$ cat config.mk
export PLATFORM = sky130hd
export DESIGN_NAME = kb_num_entry
export DESIGN_NICKNAME = d
export VERILOG_FILES = /design/src/rtl/kb_num_entry.sv
export SDC_FILE = /design/constraint.sdc
export NUM_CORES = 1
export LEC_CHECK = 0
export CAP_MARGIN = 10
export CORE_ASPECT_RATIO = 1.75
export CORE_MARGIN = 2
export CORE_UTILIZATION = 40
export DETAILED_ROUTE_END_ITERATION = 10
export GPL_ROUTABILITY_DRIVEN = 0
export REMOVE_ABC_BUFFERS = 1
export SLEW_MARGIN = 20
export SYNTH_ARGS = -nofsm -noshare
export SYNTH_HDL_FRONTEND = slang
export SYNTH_SLANG_ARGS = --single-unit
$ cat constraint.sdc
create_clock -name clk -period 3.1 [get_ports clk]
set_input_delay 0.465 -clock clk [delete_from_list [all_inputs] [get_ports clk]]
set_output_delay 0.465 -clock clk [all_outputs]
set_load 0.005 [all_outputs]
$ cat src/rtl/kb_num_entry.sv
// ---------------------------------------------------------------------------
// kb_num_entry
//
// Numeric entry stage that sits behind the PS/2 scan-code receiver. It collects
// released-key scan codes (set 2) into a small BCD buffer for display. It
// supports Backspace and Esc editing. On Enter it converts the buffer to binary
// one digit per clock and offers the result downstream with a valid/ack
// handshake.
//
// Parameters
//   N_DIGITS  maximum number of decimal digits held in the entry buffer
//   W         width of the binary result; 2**W must exceed 10**N_DIGITS - 1
//
// Ports
//   clk        system clock
//   reset      asynchronous, active-high reset
//   code_tick  one-cycle pulse when a key is released; key_code follows a cycle later
//   key_code   set-2 scan code of the released key
//   num_ack    downstream has taken num (only honoured while holding a result)
//   bcd        entry buffer; nibble [3:0] is the most recently typed digit
//   digit_cnt  number of digits currently held
//   num        converted binary value; kept until the next conversion
//   num_valid  num is valid; held high until acknowledged
//   busy       converting or holding a result; keys are dropped while high
//   err_tick   one-cycle pulse on a rejected key
// ---------------------------------------------------------------------------
module kb_num_entry #(
    parameter int N_DIGITS = 2,
    parameter int W        = 7
) (
    input  logic                              clk,
    input  logic                              reset,
    input  logic                              code_tick,
    input  logic [7:0]                        key_code,
    input  logic                              num_ack,
    output logic [4*N_DIGITS-1:0]             bcd,
    output logic [$clog2(N_DIGITS+1)-1:0]     digit_cnt,
    output logic [W-1:0]                      num,
    output logic                              num_valid,
    output logic                              busy,
    output logic                              err_tick
);

    localparam int BCD_W = 4 * N_DIGITS;
    localparam int CNT_W = $clog2(N_DIGITS + 1);
    // The digit index needs at least one bit even for a one-digit buffer.
    localparam int IDX_W = (N_DIGITS > 1) ? $clog2(N_DIGITS) : 1;

    typedef enum logic [1:0] {
        ST_ENTRY,
        ST_CONV,
        ST_HOLD
    } state_t;

    typedef enum logic [2:0] {
        K_DIGIT,
        K_ENTER,
        K_BKSP,
        K_ESC,
        K_INVALID
    } key_kind_t;

    state_t           state;
    logic             tick_d;
    logic [W-1:0]     acc;
    logic [IDX_W-1:0] idx;

    key_kind_t        key_kind;
    logic [3:0]       key_digit;
    logic [3:0]       cur_nibble;
    logic [W-1:0]     acc_next;

    // -----------------------------------------------------------------------
    // Scan-code decode. The result is only used in the tick_d cycle, when the
    // upstream key_code register has caught up with its tick.
    // -----------------------------------------------------------------------
    always_comb begin
        // NOTE: every output of a combinational block gets a default first;
        // a path that leaves one unassigned would infer a latch.
        key_kind  = K_INVALID;
        key_digit = 4'd0;
        case (key_code)
            8'h45: begin key_kind = K_DIGIT; key_digit = 4'd0; end
            8'h16: begin key_kind = K_DIGIT; key_digit = 4'd1; end
            8'h1E: begin key_kind = K_DIGIT; key_digit = 4'd2; end
            8'h26: begin key_kind = K_DIGIT; key_digit = 4'd3; end
            8'h25: begin key_kind = K_DIGIT; key_digit = 4'd4; end
            8'h2E: begin key_kind = K_DIGIT; key_digit = 4'd5; end
            8'h36: begin key_kind = K_DIGIT; key_digit = 4'd6; end
            8'h3D: begin key_kind = K_DIGIT; key_digit = 4'd7; end
            8'h3E: begin key_kind = K_DIGIT; key_digit = 4'd8; end
            8'h46: begin key_kind = K_DIGIT; key_digit = 4'd9; end
            8'h5A: key_kind = K_ENTER;
            8'h66: key_kind = K_BKSP;
            8'h76: key_kind = K_ESC;
            default: key_kind = K_INVALID;
        endcase
    end

    // -----------------------------------------------------------------------
    // Conversion datapath. Horner's rule starts at the oldest digit, which is
    // the highest occupied nibble. acc*10 is formed as (acc<<3)+(acc<<1).
    // -----------------------------------------------------------------------
    assign cur_nibble = bcd[{idx, 2'b00} +: 4];
    assign acc_next   = W'((acc << 3) + (acc << 1) + W'(cur_nibble));

    // -----------------------------------------------------------------------
    // Control FSM and all registered outputs.
    // -----------------------------------------------------------------------
    always_ff @(posedge clk or posedge reset) begin
        if (reset) begin
            state     <= ST_ENTRY;
            tick_d    <= 1'b0;
            acc       <= '0;
            idx       <= '0;
            bcd       <= '0;
            digit_cnt <= '0;
            num       <= '0;
            num_valid <= 1'b0;
            busy      <= 1'b0;
            err_tick  <= 1'b0;
        end else begin
            // NOTE: sequential state uses non-blocking assignments, so every
            // right-hand side below sees the value from before this edge.
            tick_d   <= code_tick;
            err_tick <= 1'b0;

            case (state)
                ST_ENTRY: begin
                    if (tick_d) begin
                        case (key_kind)
                            K_DIGIT: begin
                                if (digit_cnt < CNT_W'(N_DIGITS)) begin
                                    bcd       <= (bcd << 4) | BCD_W'(key_digit);
                                    digit_cnt <= digit_cnt + 1'b1;
                                end else begin
                                    err_tick <= 1'b1;
                                end
                            end
                            K_BKSP: begin
                                // Backspace on an empty buffer is a harmless no-op.
                                if (digit_cnt != '0) begin
                                    bcd       <= bcd >> 4;
                                    digit_cnt <= digit_cnt - 1'b1;
                                end
                            end
                            K_ESC: begin
                                bcd       <= '0;
                                digit_cnt <= '0;
                            end
                            K_ENTER: begin
                                if (digit_cnt != '0) begin
                                    acc   <= '0;
                                    idx   <= IDX_W'(digit_cnt - 1'b1);
                                    busy  <= 1'b1;
                                    state <= ST_CONV;
                                end else begin
                                    err_tick <= 1'b1;
                                end
                            end
                            default: err_tick <= 1'b1;
                        endcase
                    end
                end

                ST_CONV: begin
                    // One digit per clock. The buffer stays visible for
                    // display until the result is acknowledged.
                    acc <= acc_next;
                    idx <= idx - 1'b1;
                    if (idx == '0) begin
                        num       <= acc_next;
                        num_valid <= 1'b1;
                        state     <= ST_HOLD;
                    end
                end

                ST_HOLD: begin
                    if (num_ack) begin
                        num_valid <= 1'b0;
                        bcd       <= '0;
                        digit_cnt <= '0;
                        busy      <= 1'b0;
                        state     <= ST_ENTRY;
                    end
                end

                default: begin
                    busy  <= 1'b0;
                    state <= ST_ENTRY;
                end
            endcase
        end
    end

endmodule

---- Word-level counts from Yosys, hierarchy flattened ----
Cells that the tools add are included.
storage, ports and cells
  output and inout bits ................... 20
  word-level logic and storage cells ...... 99
  register bits after elaboration ......... 30
cells by class
  eq/ne operators ......................... 26
  magnitude comparators ................... 1
  reduce and logical (&&, ||, !) cells .... 14
  mux-type cells .......................... 39
  add/sub/neg operators ................... 5
  bitwise operators ....................... 3
  shifts and indexed selects .............. 1
operators by type and width
  operator                                                                count
  8-bit by 6-bit equality test with 1-bit output (second input constant)  6
  8-bit by 7-bit equality test with 1-bit output (second input constant)  5
  4-bit case mux with 9 select lines                                      1
  8-bit 2-to-1 mux                                                        4
  8-bit case mux with 3 select lines                                      1
  6-bit 2-to-1 mux                                                        3
  8-bit by 5-bit equality test with 1-bit output (second input constant)  2
  2-bit 2-to-1 mux                                                        8
  8-bit case mux with 2 select lines                                      1
  1-bit 2-to-1 mux                                                        12
  2-bit case mux with 3 select lines                                      2
  3-bit case mux with 4 select lines                                      1
  6-bit case mux with 2 select lines                                      1
  5-bit AND reduction                                                     2
  10-bit OR reduction                                                     1
  2-bit inequality test (second input constant)                           4
  8-bit by 4-bit bitwise OR with 8-bit output                             1
  2-bit nonzero test                                                      4
  8-bit by 4-bit indexed part select with 4-bit output                    1
  7-bit by 4-bit adder with 7-bit output                                  1
  7-bit adder                                                             1
  3-bit by 2-bit equality test with 1-bit output (second input constant)  2
  3-bit inequality test (second input constant)                           2
  1-bit case mux with 3 select lines                                      2
  other kinds (19)                                                        21

---- Depth between registers and ports, before layout ----
Gate-level depths: netlist (run 1).
  depth in word-level cells ............... 8
  gate-level depth with buffers ........... 11

---- Worst setup path after synthesis (run 1) ----
Ideal clock, no wire load.
  kind .................................... flip-flop to flip-flop
  from .................................... register idx
  to ...................................... register num[6]
  data required time ...................... 2.979 ns
  stages on the path, launching flop included .. 11
  arrival time ............................ 2.347 ns
  path slack .............................. 0.632 ns
  clock period less this slack ............ 2.468 ns
  library setup time ...................... 0.121 ns
  cell sequence ........................... dfrtp_1 > clkbuf_1 > mux2_2 > fa_1 > inv_1 > fa_1 > inv_1 > a21o_1 > a21oi_1 > xnor2_1 > o21ai_1
between the ends
  longest elaborated chain between the ends .. 2
  elaborated cells between the ends (all ways) .. 4
  those cells by class .................... add/sub (1); shift (1); bitwise (1); reduce/logical (1)
RTL lines
  item                                                                                           line  source
  start: declaration                                                                             66    logic [IDX_W-1:0] idx;
  start signal: assignment                                                                       154   idx <= IDX_W'(digit_cnt - 1'b1);
  start signal: assignment                                                                       170   idx <= idx - 1'b1;
  8-bit by 4-bit indexed part select with 4-bit output / 1-bit inverter (equally long branches)  -
  7-bit by 4-bit adder with 7-bit output / 2-bit AND reduction (equally long branches)           -
  end signal: assignment                                                                         172   num <= acc_next;
  end: declaration                                                                               38    output logic [W-1:0] num,
Parallel ways exist; a longest one is shown, timed or not.
A chain may end at the register's enable or synchronous reset.

---- Worst setup path in the final report (run 1) ----
  from .................................... input port key_code[6]
  to ...................................... register bcd[6]
between the ends
  longest elaborated chain between the ends .. 7
  elaborated cells between the ends (all ways) .. 25
  those cells by class .................... eq/ne (18); mux (4); reduce/logical (3)
RTL lines
  item                                                                                      line  source
  start: declaration                                                                        34    input logic [7:0] key_code,
  8-bit by 7-bit equality test with 1-bit output (tied with other cells)                    82    case (key_code)
  10-bit OR reduction (no source line)                                                      -
  3-bit case mux with 4 select lines (*)                                                    82
  3-bit by 2-bit equality test with 1-bit output / 3-bit zero test (equally long branches)  131   case (key_kind)
  8-bit case mux with 3 select lines                                                        131
  8-bit 2-to-1 mux                                                                          130   if (tick_d) begin
  8-bit case mux with 2 select lines                                                        128   case (state)
  end signal: assignment                                                                    134   bcd <= (bcd << 4) | BCD_W'(key_digit);
  end signal: assignment                                                                    143   bcd <= bcd >> 4;
  end: declaration                                                                          36    output logic [4*N_DIGITS-1:0] bcd,
Mark *: on every way between the ends. The rest lies on a longest branch, timed or not. The select of a mux whose other input is x is not followed.

==> results.sh, run 1 <==
export IMPL_grt_pass1_wl_mm=7.65
export IMPL_grt_antenna_before_repair=0
export IMPL_ys_warn_count=0
export IMPL_cp_max_fo=11
export IMPL_intPower_mw=1.10
export IMPL_regArea_sq_um=751
export IMPL_seqPwrFrac_pct=35.7
export IMPL_rr_endpoint="num[6]"
export IMPL_multi_input_area_sq_um=1070
export IMPL_synth_seq_cells=30
export IMPL_timing_slew_headroom_pct=63.2
export IMPL_crit_chain="clkdlybuf4s50_1, nand2b_1, nor2_1, nand3b_1, nand3_1, o211a_1, mux2_4"
export IMPL_grt_max_degree=18
export IMPL_ctsHoldBuffers=0
export IMPL_first_iter_violations=13
export IMPL_cp_slowest_cell="clkdlybuf4s50_1"
export IMPL_cts_tree="built"
export IMPL_crit_arrival_ns=2.73
export IMPL_viasPerCell=5.60
export IMPL_clock_power_share_pct=18.5
export IMPL_setup_violations=0
export IMPL_status="finished, final reports clean"
export IMPL_holdCritPathClass="register to register"
export IMPL_area_growth_pct=23.0
export IMPL_start_kind="primary input"
export IMPL_num_vias=1552
export IMPL_clock_latency_ns=0.28
export IMPL_final_cells=277
export IMPL_wirelength_mm=4.58
export IMPL_ant_nets=0
export IMPL_path_class="primary input to register"
export IMPL_cts_buffers=5
export IMPL_vdd_ir_drop_worst_v=0.000416
export IMPL_cp_slowest_stage_delay_ns=0.61
export IMPL_cts_setup_buffers=0
export IMPL_cts_sinks=30
export IMPL_clk_path_buf_depth=2
export IMPL_synth_edf_count=0
export IMPL_ios=32
export IMPL_power_frac_comb_pct=45.8
export IMPL_endpoint="bcd[6]"
export IMPL_die_h_microns=95.4
export IMPL_fin_total_pwr_mw=1.75
export IMPL_die_w_microns=56.2
export IMPL_async_flop_share_pct=100
export IMPL_tightestPinTransition_ns=0.551
export IMPL_power_leakage_nw=1.12
export IMPL_syn_inst=192
export IMPL_rsz0062_at_grt="false"
export IMPL_drv_slew=0
export IMPL_end_kind="register"
export IMPL_startpoint="key_code[6]"
export IMPL_final_common_cell="clkdlybuf4s50_1"
export IMPL_min_from="num[5]"
export IMPL_tns_ns=0
export IMPL_p_switching_mw=0.645
export IMPL_worstRegToRegCells=9
export IMPL_syn_avg_cell_area_sq_um=9.94
export IMPL_cts_clk_slew_worst_paths_ns=0.07
export IMPL_synth_cell_types=43
export IMPL_required_ns=3.27
export IMPL_synthesis_area_sq_um=1910
export IMPL_ctsResizeCount=0
export IMPL_place_area_sq_um=2250
export IMPL_layout_common_cells="clkdlybuf4s50_1 (31), nand2_1 (30), dfrtp_1 (30)"
export IMPL_hold_viol_final=0
export IMPL_portBuffers=31
export IMPL_num_antenna_cells=0
export IMPL_grt_pass1_vias=1627
export IMPL_powerDensity_nw_per_um2=745
export IMPL_fp_row_count=33
export IMPL_fin_worst_skew_ns=0.00708
export IMPL_initial_utilization_pct=41.3
export IMPL_wire_per_inst_microns=16.5
export IMPL_fin_nets=247
export IMPL_core_area_sq_um=4620
export IMPL_drive_gt1_share_pct=11.6
export IMPL_synth_main_ff_cell="dfrtp_1"
export IMPL_sw_frac_of_total_pct=36.9
export IMPL_grt_ovfl_total=0
export IMPL_min_period_over_period_pct=82.8
export IMPL_fin_area_sq_um=2350
export IMPL_regToRegSetupSlack_ns=0.60
export IMPL_drc=0
export IMPL_die_area_sq_um=5360
export IMPL_dp_hpwl_mm=3.82
export IMPL_grt_total_usage_pct=18.7
export IMPL_worstReg2RegStart="idx"
export IMPL_nFillCells=435
export IMPL_ys_seq_area_share_pct=39.3
export IMPL_fin_crit_ns=2.57
export IMPL_htree_levels=2
export IMPL_cts_root_buf="clkbuf_8"
export IMPL_place_inst=269
export IMPL_drt_first_pass_iters=4
export IMPL_fmax_ghz=0.390
export IMPL_maxCapViolations=0
## per-layer routing
layer / up-vias / GRT usage [%] / wire (microns)
met5: - / 0 / 0
met4: 0 / 10.9 / 212
met3: 17 / 3.66 / 159
met2: 54 / 36.3 / 2690
met1: 744 / 17.9 / 1520
li1: 737 / - / -
## state kept, by name, indices dropped and copies added (netlist names)
name,cells
digit_cnt,2
idx,1
bcd,8
err_tick,1
num_valid,1
num,7
acc,6
state,2
busy,1
tick_d,1
## metrics by stage
stage	hold WS [ns]	utilization, %	setup slack [ns]
after floorplan	0.468	-	0.741
after global placement	0.460	48.7	0.373
after detailed placement	0.462	48.7	0.251
after CTS	0.476	50.8	0.556
after global routing	0.502	50.8	0.367
final	0.468	50.8	0.535
## cells by family (layout without fill, tap and decap cells)
family	after synthesis	count (layout)	share of synthesized area, %
simple gates	72	72	21.0
compound gates	35	35	11.9
flops	30	30	39.3
buf+inv	19	52	4.78
mux	18	18	11.9
fa+ha+maj	11	11	7.99
xor+xnor	7	7	3.21
## power by group through the flow
| stage | clock network (mW) | registers [mW] | logic, mW |
|---|---|---|---|
| floorplan | 0 | 0.617 | 0.482 |
| global placement | 0 | 0.634 | 0.782 |
| detailed placement | 0 | 0.635 | 0.810 |
| CTS | 0.329 | 0.629 | 0.812 |
| global route | 0.345 | 0.646 | 0.886 |
| finish | 0.324 | 0.624 | 0.801 |
## cells in the mapped netlist, drive strengths merged, types with 4 or more instances
master  count  area [sq um]
nand3b      4          30.0
mux2       13           176
mux2i       5          50.1
and3        4          25.0
nor2        9          33.8
buf         6          42.5
ha          9           113
xnor2       6          52.6
a21oi       7          35.0
nand2b      8          65.1
dfrtp      30           751
a31oi       4          25.0
o21ai       9          45.0
nand2      30           113
inv        10          37.5
a22o        4          35.0
## final cells by class
cell class	instances	share of cell area (%)
clock buffer	6	3.52
clock inverter	2	0.533
inverter	10	1.60
multi-input combinational	143	45.4
sequential	30	32.0
tap	52	2.77
timing repair buffer	34	14.2
## worst min path at each step
stage | cells past startpoint | endpoint
2_1_floorplan | 2 | num_valid
3_3_place_gp | 2 | num[1]
3_5_place_dp | 2 | num[5]
4_1_cts | 2 | num[5]
5_1_grt | 2 | num[2]
6_report | 2 | num[5]
## worst max-delay path: cells and delay by family
| family | cells | cell delay, ns |
|---|---|---|
| AO/OA/AOI/OAI | 1 | 0.51 |
| buffers and inverters | 1 | 0.61 |
| AND/OR/NAND/NOR | 4 | 0.81 |
| multiplexers | 1 | 0.35 |
(Power assumes the default switching activity.)
==> inputs of run 2 (changes only) <==
==> constraint.sdc (replaced) <==
create_clock -name clk -period 2.55 [get_ports clk]
set_input_delay 0.3825 -clock clk [delete_from_list [all_inputs] [get_ports clk]]
set_output_delay 0.3825 -clock clk [all_outputs]
set_load 0.005 [all_outputs]
==> results.sh, run 2 (synthesis results as in run 1) <==
export IMPL_path_class="register to register"
export IMPL_place_inst=277
export IMPL_powerDensity_nw_per_um2=893
export IMPL_timing_slew_headroom_pct=63.3
export IMPL_grt_total_usage_pct=18.4
export IMPL_crit_arrival_ns=2.54
export IMPL_wire_per_inst_microns=15.9
export IMPL_vdd_ir_drop_worst_v=0.000655
export IMPL_sw_frac_of_total_pct=36.5
export IMPL_top_regs="bcd x8, num x7, acc x6"
export IMPL_hold_slack_ns=0.463
export IMPL_tightestPinTransition_ns=0.550
export IMPL_largest_reg_flops=8
export IMPL_holdCritPathClass="primary input to asynchronous set/reset pin"
export IMPL_fin_worst_skew_ns=0.00495
export IMPL_area_growth_pct=26.6
export IMPL_wirelength_mm=4.53
export IMPL_cts_setup_buffers=0
export IMPL_grt_antenna_before_repair=0
export IMPL_cts_clk_slew_worst_paths_ns=0.07
export IMPL_ant_nets=0
export IMPL_status="finished, final reports clean"
export IMPL_cts_tree="built"
export IMPL_die_w_microns=56.2
export IMPL_htree_levels=2
export IMPL_seqPwrFrac_pct=35.0
export IMPL_drv_slew=0
export IMPL_end_kind="register"
export IMPL_rr_endpoint="num[6]"
export IMPL_grt_max_degree=31
export IMPL_die_h_microns=95.4
export IMPL_ctsHoldBuffers=0
export IMPL_utilization_pct=52.3
export IMPL_clk_path_buf_depth=2
export IMPL_drive_gt1_share_pct=14.2
export IMPL_rsz0062_at_grt="false"
export IMPL_hold_viol_final=0
export IMPL_ctsResizeCount=0
export IMPL_num_vias=1550
export IMPL_dp_hpwl_mm=3.62
export IMPL_cts_buffers=5
export IMPL_final_common_cell="clkdlybuf4s50_1"
export IMPL_start_kind="register"
export IMPL_grt_pass1_wl_mm=7.42
export IMPL_required_ns=2.71
export IMPL_drt_first_pass_iters=4
export IMPL_cts_sinks=30
export IMPL_initial_utilization_pct=41.3
export IMPL_fmax_ghz=0.420
export IMPL_drc=0
export IMPL_power_frac_comb_pct=46.6
export IMPL_grt_pass1_vias=1644
export IMPL_regToRegSetupSlack_ns=0.17
export IMPL_fin_area_sq_um=2420
export IMPL_min_period_over_period_pct=93.3
export IMPL_viasPerCell=5.44
export IMPL_fin_nets=255
export IMPL_cts_root_buf="clkbuf_8"
export IMPL_portBuffers=31
export IMPL_tns_ns=0
export IMPL_fin_crit_ns=2.38
export IMPL_final_cells=285
export IMPL_grt_ovfl_total=0
export IMPL_worstRegToRegCells=9
export IMPL_first_iter_violations=12
export IMPL_clock_latency_ns=0.29
export IMPL_cp_max_fo=3
export IMPL_num_antenna_cells=0
export IMPL_p_switching_mw=0.787
export IMPL_place_area_sq_um=2330
export IMPL_layout_common_cells="clkdlybuf4s50_1 (31), nand2_1 (30), dfrtp_1 (30)"
export IMPL_intPower_mw=1.37
export IMPL_maxCapViolations=0
export IMPL_clock_power_share_pct=18.4
export IMPL_core_area_sq_um=4620
export IMPL_die_area_sq_um=5360
export IMPL_ios=32
export IMPL_worstReg2RegStart="idx"
export IMPL_setup_violations=0
export IMPL_regMostFlops="bcd"
export IMPL_fp_row_count=33
export IMPL_power_leakage_nw=1.16
## run 2: cell types whose count changed in the layout (fill, tap and decap cells not counted)
cell | before | now
buf_4 | 3 | 10
clkinvlp_4 | 1 | 0
buf_12 | 0 | 1
clkbuf_1 | 0 | 1
## run 2: per-stage QoR
step	setup slack [ns]	power, mW
6_report	0.171	2.16
5_1_grt	0.0541	2.30
4_1_cts	0.161	2.18
3_5_place_dp	-0.0506	1.77
3_3_place_gp	0.00836	1.76
2_1_floorplan	0.191	1.34
## run 2: power by group through the flow
stage | clock, mW | sequential [mW] | combinational, mW
3_3_place_gp | 0 | 0.759 | 0.996
5_1_grt | 0.422 | 0.778 | 1.10
2_1_floorplan | 0 | 0.750 | 0.587
4_1_cts | 0.400 | 0.760 | 1.02
3_5_place_dp | 0 | 0.767 | 1.01
6_report | 0.398 | 0.755 | 1.01
## run 2: worst max-delay path, cell delays in order (launching register included)
cell     delay, ns
dfrtp_1       0.38
mux2_2        0.36
fa_1          0.51
inv_1         0.06
fa_1          0.46
inv_1         0.07
a21o_1        0.11
a21oi_1       0.07
xnor2_1       0.15
o21ai_1       0.07
## run 2: worst max-delay path by stage
| stage | endpoint | cells after the start | slack [ns] | start |
|---|---|---|---|---|
| 2_1_floorplan | num[6] | 9 | 0.19 | idx |
| 5_1_grt | num[6] | 9 | 0.05 | idx |
| 4_1_cts | num[4] | 6 | 0.16 | idx |
| 6_report | num[6] | 9 | 0.17 | idx |
| 3_3_place_gp | bcd[3] | 8 | 0.008 | key_code[2] |
| 3_5_place_dp | bcd[6] | 8 | -0.05 | key_code[6] |
## run 2: final cells by class
class | instances | area, sq um
Sequential cell | 30 | 751
Multi-Input combinational cell | 143 | 1070
Fill cell | 441 | 2210
Tap cell | 52 | 65.1
Timing Repair Buffer | 42 | 405
Clock inverter | 1 | 5.00
Clock buffer | 7 | 86.3
Inverter | 10 | 37.5
## run 2: per-layer routing
| layer | track usage [%] | routed length, microns | vias up |
|---|---|---|---|
| met1 | 16.5 | 1550 | 747 |
| met3 | 2.71 | 131 | 15 |
| met4 | 10.7 | 209 | 0 |
| met2 | 37.5 | 2640 | 42 |
| met5 | 0 | 0 | - |
| li1 | - | - | 746 |
==> inputs of run 3 (changes only) <==
--- a/config.mk
+++ b/config.mk
@@ -6,11 +6,15 @@
 export NUM_CORES = 1
 export LEC_CHECK = 0
 export CAP_MARGIN = 10
+export CELL_PAD_IN_SITES_DETAIL_PLACEMENT = 1
+export CELL_PAD_IN_SITES_GLOBAL_PLACEMENT = 1
 export CORE_ASPECT_RATIO = 1.75
 export CORE_MARGIN = 2
 export CORE_UTILIZATION = 40
 export DETAILED_ROUTE_END_ITERATION = 10
+export DONT_BUFFER_PORTS = 1
 export GPL_ROUTABILITY_DRIVEN = 0
+export PLACE_DENSITY_LB_ADDON = 0.1
 export REMOVE_ABC_BUFFERS = 1
 export SLEW_MARGIN = 20
 export SYNTH_ARGS = -nofsm -noshare
==> results.sh, run 3 (synthesis results as in run 1) <==
export IMPL_fin_ws_ns=0.149
export IMPL_viasPerCell=5.71
export IMPL_hold_slack_ns=0.0490
export IMPL_holdCritPathClass="primary input to asynchronous set/reset pin"
export IMPL_cts_setup_buffers=0
export IMPL_portBuffers=0
export IMPL_clk_path_buf_depth=2
export IMPL_drc=0
export IMPL_ant_nets=0
export IMPL_crit_chain="buf_4, mux2_2, ha_1, ha_1, inv_1, fa_1, inv_1, a21o_1, a21oi_1, xnor2_1, o21ai_1"
export IMPL_initial_utilization_pct=41.3
export IMPL_regMostFlops="bcd"
export IMPL_grt_pass1_wl_mm=8.25
export IMPL_grt_pass1_vias=1613
export IMPL_startpoint="idx"
export IMPL_die_h_microns=95.4
export IMPL_end_kind="register"
export IMPL_top_regs="bcd x8, num x7, acc x6"
export IMPL_htree_levels=2
export IMPL_drt_first_pass_iters=4
export IMPL_area_growth_pct=8.65
export IMPL_grt_max_degree=31
export IMPL_core_area_sq_um=4620
export IMPL_num_vias=1421
export IMPL_drive_gt1_share_pct=14.7
export IMPL_cts_clk_slew_worst_paths_ns=0.07
export IMPL_path_class="register to register"
export IMPL_hold_viol_final=0
export IMPL_die_area_sq_um=5360
export IMPL_dp_hpwl_mm=3.99
export IMPL_cts_tree="built"
export IMPL_rsz0062_at_grt="false"
export IMPL_fp_row_count=33
export IMPL_cp_slowest_cell="fa_1"
export IMPL_cts_sinks=30
export IMPL_fin_nets=219
export IMPL_first_iter_violations=31
export IMPL_setup_violations=0
export IMPL_cp_max_fo=7
export IMPL_grt_antenna_before_repair=0
export IMPL_wire_per_inst_microns=19.9
export IMPL_fin_worst_skew_ns=0.00636
export IMPL_ctsResizeCount=0
export IMPL_largest_reg_flops=8
export IMPL_fin_crit_ns=2.40
export IMPL_powerDensity_nw_per_um2=997
export IMPL_fmax_ghz=0.416
export IMPL_drv_slew=0
export IMPL_status="finished, final reports clean"
export IMPL_required_ns=2.71
export IMPL_crit_arrival_ns=2.56
export IMPL_maxCapViolations=0
export IMPL_ctsHoldBuffers=0
export IMPL_pre_cts_ws_ns=0.151
export IMPL_cts_root_buf="clkbuf_8"
export IMPL_vdd_ir_drop_worst_v=0.000490
export IMPL_ios=32
export IMPL_start_kind="register"
export IMPL_clock_latency_ns=0.29
export IMPL_wirelength_mm=4.96
export IMPL_die_w_microns=56.2
export IMPL_tightestPinTransition_ns=0.443
export IMPL_num_antenna_cells=0
export IMPL_timing_slew_headroom_pct=70.5
export IMPL_tns_ns=0
export IMPL_min_period_over_period_pct=94.2
export IMPL_worstReg2RegStart="idx"
export IMPL_layout_common_cells="nand2_1 (30), dfrtp_1 (30), inv_1 (10)"
export IMPL_grt_ovfl_total=0
export IMPL_grt_total_usage_pct=20.5
export IMPL_cp_slowest_stage_delay_ns=0.40
export IMPL_cts_buffers=5
export IMPL_power_leakage_nw=1.03
run 3: changes by cell type in the layout (fill, tap and decap cells not counted):
cell             before  now
buf_4                10    6
clkdlybuf4s50_1      31    0
buf_12                1    0
clkbuf_1              1    0
bufinv_16             0    1
clkinv_2              1    2
clkbuf_8              6    5
run 3: where the power goes:
group	internal, mW	switching, mW	total, mW
sequential	0.624	0.159	0.783
clock	0.287	0.196	0.484
combinational	0.370	0.432	0.802
total	1.28	0.788	2.07
run 3: layout make-up:
class	count	area [sq um]
Multi-Input combinational cell	143	1070
Inverter	10	37.5
Clock inverter	3	40.0
Timing Repair Buffer	6	45.0
Clock buffer	5	68.8
Tap cell	52	65.1
Sequential cell	30	751
Fill cell	522	2550
run 3: through the flow:
| step | std cells | total power [mW] | area (sq um) | utilization (%) |
|---|---|---|---|---|
| 6_report | 249 | 2.07 | 2070 | 44.9 |
| 5_1_grt | 249 | 2.21 | 2070 | 44.9 |
| 4_1_cts | 249 | 2.09 | 2070 | 44.9 |
| 3_5_place_dp | 241 | 1.61 | 1970 | 42.5 |
| 3_3_place_gp | 241 | 1.57 | 1970 | 42.5 |
| 2_1_floorplan | 183 | 1.34 | 1860 | - |
run 3: final timing paths:
| path | endpoint | slack [ns] | cells past startpoint |
|---|---|---|---|
| worst max-delay path | num[6] | 0.15 | 11 |
| worst min-delay path | num[5] | 0.05 | 2 |
| worst max register to register | num[6] | 0.15 | 11 |
| worst min register to register | num[5] | 0.52 | 2 |
| max in group asynchronous | idx | 2.21 | 2 |
| min in group clk | tick_d | 0.12 | 0 |
run 3: critical path, delay by kind of cell (launching register included):
| kind | cells | cell delay (ns) |
|---|---|---|
| buf+inv | 3 | 0.30 |
| flops | 1 | 0.36 |
| mux | 1 | 0.34 |
| xor+xnor | 1 | 0.16 |
| compound gates | 3 | 0.26 |
| fa+ha+maj | 3 | 0.85 |
run 3: layer usage:
layer	up-vias	routed length [microns]	share of wire, %	global-route usage [%]
met4	0	132	2.7	8.93
met1	704	1610	32	18.4
li1	677	-	-	-
met2	29	3070	62	42.6
met5	-	0	0	0
met3	11	150	3.0	3.93
